$ cat src/rtl/medicine_machine_core_pkg.sv
// Shared definitions for the medication-box controller: FSM encodings and
// default dosing periods / escalation timeout.
package medicine_machine_core_pkg;

  typedef logic [1:0] state_t;

  localparam state_t CHECK_TIME = 2'd0;
  localparam state_t DRUG_ALARM = 2'd1;
  localparam state_t DONE       = 2'd2;
  localparam state_t NOTIFY     = 2'd3;

  localparam int DEF_P0      = 4;
  localparam int DEF_P1      = 6;
  localparam int DEF_P2      = 8;
  localparam int DEF_P3      = 12;
  localparam int DEF_TIMEOUT = 4;
  localparam int DEF_CW      = 8;

endpackage

$ cat src/rtl/medicine_machine_core_dose_timer.sv
// Free-running period down-counter; due is high on the cycle the count sits
// at zero, and the counter reloads on that same edge so it never underflows.
module dose_timer #(
  parameter int CW     = 8,
  parameter int PERIOD = 4
) (
  input  logic clk,
  input  logic rst,
  output logic due
);

  localparam logic [CW-1:0] RELOAD = CW'(PERIOD - 1);

  logic [CW-1:0] rem_reg;

  always_ff @(posedge clk or posedge rst) begin
    if (rst) begin
      rem_reg <= RELOAD;
    end else if (rem_reg == '0) begin
      rem_reg <= RELOAD;
    end else begin
      rem_reg <= rem_reg - 1'b1;
    end
  end

  assign due = (rem_reg == '0);

endmodule

$ cat src/rtl/medicine_machine_core.sv
// Four-compartment medication controller: per-compartment dose timers feed a
// pending register (shouldEat) and an alarm/escalation FSM driving notify.
module medicine_machine_core
  import medicine_machine_core_pkg::*;
#(
  parameter int P0      = DEF_P0,
  parameter int P1      = DEF_P1,
  parameter int P2      = DEF_P2,
  parameter int P3      = DEF_P3,
  parameter int TIMEOUT = DEF_TIMEOUT,
  parameter int CW      = DEF_CW
) (
  input  logic       clk,
  input  logic       rst,
  input  logic [3:0] button,
  output logic [3:0] shouldEat,
  output logic [3:0] notify
);

  localparam logic [CW-1:0] WAIT_LAST = CW'(TIMEOUT - 1);

  logic [3:0]    due;
  logic [3:0]    clr;
  logic [3:0]    pending_next;
  logic [3:0]    notify_next;
  state_t        state_reg;
  state_t        state_next;
  logic [CW-1:0] wait_reg;
  logic [CW-1:0] wait_next;

  generate
    for (genvar gi = 0; gi < 4; gi++) begin : g_timer
      localparam int PER = (gi == 0) ? P0 : (gi == 1) ? P1 : (gi == 2) ? P2 : P3;
      dose_timer #(
        .CW     (CW),
        .PERIOD (PER)
      ) u_timer (
        .clk (clk),
        .rst (rst),
        .due (due[gi])
      );
    end
  endgenerate

  always_comb begin
    state_next  = state_reg;
    wait_next   = wait_reg;
    notify_next = '0;
    clr         = '0;
    if (state_reg == DRUG_ALARM || state_reg == NOTIFY) begin
      clr = button & shouldEat;
    end
    // A dose falling due this cycle overrides an acknowledge of the same bit.
    pending_next = (shouldEat & ~clr) | due;

    case (state_reg)
      CHECK_TIME: begin
        if (shouldEat != '0) begin
          state_next = DRUG_ALARM;
          wait_next  = '0;
        end
      end
      DRUG_ALARM: begin
        if (pending_next == '0) begin
          state_next = DONE;
        end else if (wait_reg == WAIT_LAST) begin
          state_next = NOTIFY;
        end else if (wait_reg != '1) begin
          wait_next = wait_reg + 1'b1;
        end
      end
      NOTIFY: begin
        notify_next = pending_next;
        if (pending_next == '0) begin
          state_next = DONE;
        end
      end
      DONE: begin
        state_next = CHECK_TIME;
      end
      default: begin
        state_next = CHECK_TIME;
      end
    endcase
  end

  always_ff @(posedge clk or posedge rst) begin
    if (rst) begin
      state_reg <= CHECK_TIME;
      wait_reg  <= '0;
      shouldEat <= '0;
      notify    <= '0;
    end else begin
      state_reg <= state_next;
      wait_reg  <= wait_next;
      shouldEat <= pending_next;
      notify    <= notify_next;
    end
  end

endmodule

$ cat config.mk
export PLATFORM = sky130hd
export DESIGN_NAME = medicine_machine_core
export DESIGN_NICKNAME = d
export VERILOG_FILES = /design/src/rtl/medicine_machine_core_pkg.sv /design/src/rtl/medicine_machine_core_dose_timer.sv /design/src/rtl/medicine_machine_core.sv
export SDC_FILE = /design/constraint.sdc
export NUM_CORES = 1
export LEC_CHECK = 0
export CAP_MARGIN = 20
export CORE_MARGIN = 5
export CORE_UTILIZATION = 52
export DETAILED_ROUTE_END_ITERATION = 7
export MAX_ROUTING_LAYER = met4
export PLACE_DENSITY = 0.69
export SYNTH_ARGS = -nofsm -noshare
export SYNTH_HDL_FRONTEND = slang
export SYNTH_SLANG_ARGS = --single-unit
$ cat constraint.sdc
create_clock -name clk -period 2.3 [get_ports clk]
set_clock_uncertainty 0.15 [all_clocks]
set_input_delay 0.46 -clock clk [delete_from_list [all_inputs] [get_ports clk]]
set_output_delay 0.46 -clock clk [all_outputs]
set_load 0.02 [all_outputs]
==> flow_metrics.py, run 1 <==
metrics = {
    "floorplanning": {
        "io_pins": 14,
        "core_um2": 4410,
        "die_x_um": 78.0,
        "dieArea_um2": 6090,
        "rows": 24,
        "start_util_pct": 54.5,
        "die_height_um": 78.0,
    },
    "synthesis": {
        "ys_warn_count": 0,
        "ys.flop_type": "dfrtp_1",
        "synth_cells": 245,
        "synth_fa_ha_area_share_pct": 4.68,
        "synth_compound_area_share_pct": 9.10,
        "synth_edf_count": 0,
        "ys_async_sr_fraction_pct": 100,
        "synthXorXnorAreaFrac_pct": 2.91,
        "synth_seq_cells": 50,
        "ys_seq_area_share_pct": 52.5,
        "synth_cell_types": 38,
        "muxShareOfSynthArea_pct": 1.82,
        "avgSynthCellArea_um2": 9.83,
        "netlist_area_um2": 2410,
        "syn_nets": 260,
        "synth-simple-area-share_pct": 24.4,
        "synth_top_family_by_area": "simple AND/OR/NAND/NOR gates",
    },
    "worst_setup_path": {
        "worst_path_largest_cell_delay_ps": 550,
        "start_kind": "flop",
        "cp.arrival_ps": 2250,
        "required_ps": 2370,
        "crit_chain": "inv_1, ha_1, nor4b_2, a22oi_2, nand4_1, a32o_2, o211ai_1",
        "crit_buf_inv": 1,
        "crit_path_top_delay_cell": "dfstp_2",
        "cpLargestDelayFamily": "compound AO/OA/AOI/OAI gates",
        "critPathMaxFanout": 7,
        "critical_path_class": "flop to flop",
        "critPathCaptureType": "flop",
    },
    "sta": {
        "max_slew_margin_pct": 61.9,
        "setup_ws_ps": 124,
        "tightest_slew_ps": 570,
        "max_freq_mhz": 460,
        "drv_slew": 0,
        "hold_slack_ps": 311,
        "setup_viol": 0,
        "period_share_pct": 94.6,
        "fin_crit_ps": 2180,
        "tns_ps": 0,
        "hold_violations": 0,
    },
    "clocking": {
        "ctsHoldBuffers": 0,
        "htreeDepth": 2,
        "clockBufferDepth": 2,
        "cts_root_buffer": "clkbuf_8",
        "cts_tree": "done",
        "cts_sinks": 50,
        "numCtsBuffers": 5,
        "insertion_delay_ps": 310,
        "cts.reportedPaths.clkPinSlew_ps": 80,
    },
    "power_and_ir_drop": {
        "max-vdd-ir-drop_mv": 0.461,
        "total_leakage_power_nw": 1.39,
        "powerDensity_nw_per_um2": 685,
        "total_power_mw": 1.92,
    },
    "route": {
        "drt_pre_antenna_iters": 4,
        "drcViolationCount": 0,
        "ant_nets": 0,
        "drt_wl_total_um": 4330,
        "detailroute.via_count": 1739,
        "avgViaCountPerCell": 5.37,
        "drtIter0Drc": 49,
        "wire_per_inst_um": 13.3,
    },
    "placement": {
        "place_area_um2": 2660,
        "port_buffers": 13,
        "dp_hpwl_um": 3100,
        "gp_congestion": 0.815,
        "dp_cells": 315,
        "place_ws_ps": 50.0,
    },
    "final_layout": {
        "nFillCells": 359,
        "final_core_util_pct": 63.4,
        "drive_above_1_share_pct": 16.9,
        "stdcell_area_um2": 2800,
        "final_cell_mix": "40 x dfrtp_1, 27 x nand2_1, 23 x inv_1",
        "largest_register_ffs": 32,
        "final_nets": 287,
        "final_cells": 324,
        "final_common_cell": "dfrtp_1",
        "num_antenna_cells": 0,
        "area_growth_pct": 16.2,
    },
    "grt": {
        "grt_max_degree": 51,
        "gr-total-overflow": 0,
        "first_global_vias": 1789,
        "grt_antenna_before_repair": 0,
        "grtUsageTotal_pct": 16.1,
        "grt_pass1_wl_um": 7860,
    },
    "run": {
        "maxCapViolations": 0,
    },
    "run_status": {
        "status": "finished clean",
    },
    "hold_path": {
        "hp-class": "flop to flop",
    },
}
power by group:
| part | total [mW] | leakage (nW) | switching [mW] | internal (mW) |
|---|---|---|---|---|
| Clock | 0.478 | 0.0438 | 0.274 | 0.204 |
| Combinational | 0.433 | 0.715 | 0.251 | 0.182 |
| Sequential | 1.01 | 0.635 | 0.0605 | 0.946 |
| Total | 1.92 | 1.39 | 0.585 | 1.33 |
Yosys cell counts (7+ instances only):
cell type | n | share of area [%]
a21o_1 | 10 | 3.1
a21oi_1 | 7 | 1.5
dfrtp_1 | 40 | 42
dfstp_2 | 10 | 11
ha_1 | 9 | 4.7
inv_1 | 25 | 3.9
nand2_1 | 27 | 4.2
nand3_1 | 14 | 2.9
nor2_1 | 21 | 3.3
nor3_1 | 22 | 4.6
o211ai_1 | 7 | 2.2
xnor2_1 | 7 | 2.5
final timing paths:
kind	startpoint	endpoint	slack, ps	cells past startpoint
max	g_timer[2].u_timer.rem_reg[0]	wait_reg[7]	120	7
min reg2reg	g_timer[1].u_timer.rem_reg[0]	g_timer[1].u_timer.rem_reg[0]	310	1
max in group asynchronous	rst	g_timer[0].u_timer.rem_reg[0]	1360	3
min	g_timer[1].u_timer.rem_reg[0]	g_timer[1].u_timer.rem_reg[0]	310	1
max reg2reg	g_timer[2].u_timer.rem_reg[0]	wait_reg[7]	120	7
min in group asynchronous	rst	notify[3]	340	3
what timing repair did:
action                                 CTS  global route
setup endpoints to repair                0             8
gates resized for setup                  0            10
endpoints found under the hold margin    0             0
buffers inserted                         0             2
metal layers:
| metal | track usage (%) | part of all wire [%] | vias up |
|---|---|---|---|
| met4 | 6.08 | 2.4 | 0 |
| met3 | 3.89 | 4.0 | 10 |
| met2 | 24.9 | 45 | 27 |
| met1 | 20.6 | 49 | 811 |
| li1 | - | - | 891 |
| met5 | - | 0 | - |
cell families (layout without fill, tap and decap cells):
kind of cell,after synthesis,in the layout
AO/OA/AOI/OAI,32,32
AND/OR/NAND/NOR,114,114
buffers and inverters,28,55
adder cells (fa/ha/maj),9,9
XOR/XNOR,8,8
flip-flops,50,50
multiplexers,4,4
layout make-up:
type | instances | area [um^2] | area share, %
Inverter | 25 | 93.8 | 3.35
Tap cell | 52 | 65.1 | 2.33
Clock inverter | 2 | 10.0 | 0.358
Multi-Input combinational cell | 167 | 1080 | 38.6
Timing Repair Buffer | 23 | 218 | 7.78
Sequential cell | 50 | 1260 | 45.2
Clock buffer | 5 | 68.8 | 2.46
Power figures use the tool's default switching activity.
==> run 2: changes to the inputs <==
==> constraint.sdc (replaced) <==
create_clock -name clk -period 2.03 [get_ports clk]
set_clock_uncertainty 0.15 [all_clocks]
set_input_delay 0.406 -clock clk [delete_from_list [all_inputs] [get_ports clk]]
set_output_delay 0.406 -clock clk [all_outputs]
set_load 0.02 [all_outputs]
==> flow_metrics.py, run 2 (same netlist as run 1, synthesis figures left out) <==
metrics = {
    "run_status": {
        "status": "complete, but fails checks",
        "violations": "negative setup slack",
    },
    "floorplanning": {
        "dieArea_um2": 6090,
        "die_x_um": 78.0,
        "start_util_pct": 54.5,
        "die_height_um": 78.0,
        "core_um2": 4410,
        "io_pins": 14,
        "rows": 24,
    },
    "power_and_ir_drop": {
        "max-vdd-ir-drop_mv": 0.504,
        "p_sw_share_pct": 29.4,
        "comb_power_share_pct": 23.4,
        "p_seq_share_pct": 48.7,
        "p_int_mw": 1.66,
        "p_clk_share_pct": 28.0,
        "total_leakage_power_nw": 1.56,
        "switchingPower_mw": 0.691,
        "powerDensity_nw_per_um2": 749,
    },
    "sta": {
        "hold_violations": 0,
        "setup_viol": 7,
        "setup_ws_ps": -53.1,
        "fin_crit_ps": 2080,
        "rsz0062_at_grt": "true",
        "drv_slew": 0,
        "tightest_slew_ps": 399,
        "max_freq_mhz": 480,
        "max_slew_margin_pct": 73.2,
        "tns_ps": -193,
        "period_share_pct": 103,
    },
    "route": {
        "drcViolationCount": 0,
        "drt_pre_antenna_iters": 4,
        "detailroute.via_count": 1900,
        "drtIter0Drc": 92,
        "drt_wl_total_um": 4860,
        "ant_nets": 0,
        "wire_per_inst_um": 13.7,
        "avgViaCountPerCell": 5.35,
    },
    "final_layout": {
        "drive_above_1_share_pct": 29.0,
        "num_antenna_cells": 0,
        "final_nets": 317,
        "final_cell_mix": "40 x dfrtp_1, 37 x buf_4, 26 x nand2_1",
        "final_common_cell": "dfrtp_1",
        "final_cells": 355,
        "largest_register_ffs": 32,
        "final_core_util_pct": 70.9,
        "area_growth_pct": 30.1,
    },
    "worst_setup_path": {
        "critPathMaxFanout": 10,
        "r2r_slack_ps": -50,
        "r2r_start": "g_timer[3].u_timer.rem_reg[1]",
        "critPathCaptureType": "flop",
        "reg2reg_depth": 9,
        "cp.arrival_ps": 2160,
        "required_ps": 2110,
        "start_kind": "flop",
        "crit_path_start": "g_timer[3].u_timer.rem_reg[1]",
        "cp-endpoint": "wait_reg[1]",
        "critical_path_class": "flop to flop",
        "reg2reg_to": "wait_reg[1]",
    },
    "clocking": {
        "cts.reportedPaths.clkPinSlew_ps": 90,
        "ctsHoldBuffers": 0,
        "insertion_delay_ps": 300,
        "clockBufferDepth": 2,
        "cts_sinks": 50,
        "cts_root_buffer": "clkbuf_8",
        "htreeDepth": 2,
        "cts_tree": "done",
        "numCtsBuffers": 5,
    },
    "grt": {
        "grt_antenna_before_repair": 0,
        "gr-total-overflow": 0,
        "first_global_vias": 1970,
        "grt_pass1_wl_um": 8830,
        "grt_max_degree": 22,
        "grtUsageTotal_pct": 18.1,
    },
    "hold_path": {
        "hp-class": "input port to async pin",
    },
    "placement": {
        "dp_cells": 340,
        "gp_congestion": 0.806,
        "port_buffers": 13,
        "dp_hpwl_um": 3510,
    },
    "run": {
        "maxCapViolations": 0,
    },
}
## run 2: critical path, cell delays in order, from the launching register on
cell     delay (ps)
dfstp_2         550
inv_2            40
ha_2            160
nor3b_4         150
a22oi_2         210
nand4_1         170
buf_4           180
buf_8           130
nand3_1          80
mux2i_1         180
## run 2: area by class of cell
type / instances / area, um^2
Inverter: 25 / 93.8
Tap cell: 52 / 65.1
Fill cell: 343 / 1280
Sequential cell: 50 / 1260
Multi-Input combinational cell: 167 / 1140
Clock buffer: 8 / 110
Timing Repair Buffer: 53 / 463
## run 2: timing repair
item                       CTS  global route
gates resized for setup     18             9
buffers inserted             5             2
pin swaps                   11             9
setup endpoints to repair    9             9
## run 2: metrics by stage
stage          worst slack, ps  total power, mW  instance area [um^2]  hold WS (ps)
3_3_place_gp             -70.8             1.66                  2860           340
6_report                 -53.1             2.35                  3130           243
5_1_grt                   -154             2.48                  3130           256
4_1_cts                  -29.5             2.35                  3080           244
3_5_place_dp              -157             1.67                  2860           343
2_1_floorplan             12.6             1.45                  2410           278
## run 2: metal layers
metal	track usage, %	share of wire (%)
met3	4.12	2.9
met4	5.74	2.1
met2	30.1	50
met1	21.9	45
met5	-	0
## run 2: power by group through the flow
stage	clock [mW]	sequential, mW	combinational (mW)
after detailed placement	0	1.16	0.512
final	0.657	1.14	0.548
after CTS	0.677	1.14	0.532
after global placement	0	1.15	0.507
after floorplan	0	1.17	0.284
after global routing	0.719	1.15	0.610
## run 2: worst min path at each step
stage                                        startpoint                       endpoint  slack [ps]  depth (start not counted)
after floorplan           g_timer[2].u_timer.rem_reg[0]  g_timer[2].u_timer.rem_reg[0]         280                          1
after global placement    g_timer[0].u_timer.rem_reg[4]  g_timer[0].u_timer.rem_reg[4]         340                          1
after detailed placement  g_timer[3].u_timer.rem_reg[6]  g_timer[3].u_timer.rem_reg[6]         340                          1
after CTS                                           rst  g_timer[3].u_timer.rem_reg[6]         240                          2
after global routing                                rst                      notify[3]         260                          2
final                                               rst                      notify[3]         240                          2
==> run 3: changes to the inputs <==
--- a/config.mk
+++ b/config.mk
@@ -8,6 +8,7 @@
 export CAP_MARGIN = 20
 export CORE_MARGIN = 5
 export CORE_UTILIZATION = 52
+export CTS_CLUSTER_SIZE = 30
 export DETAILED_ROUTE_END_ITERATION = 7
 export MAX_ROUTING_LAYER = met4
 export PLACE_DENSITY = 0.69
==> results of run 3 <==
No change in the layout: final DEF, timing and power equal those of run 2.
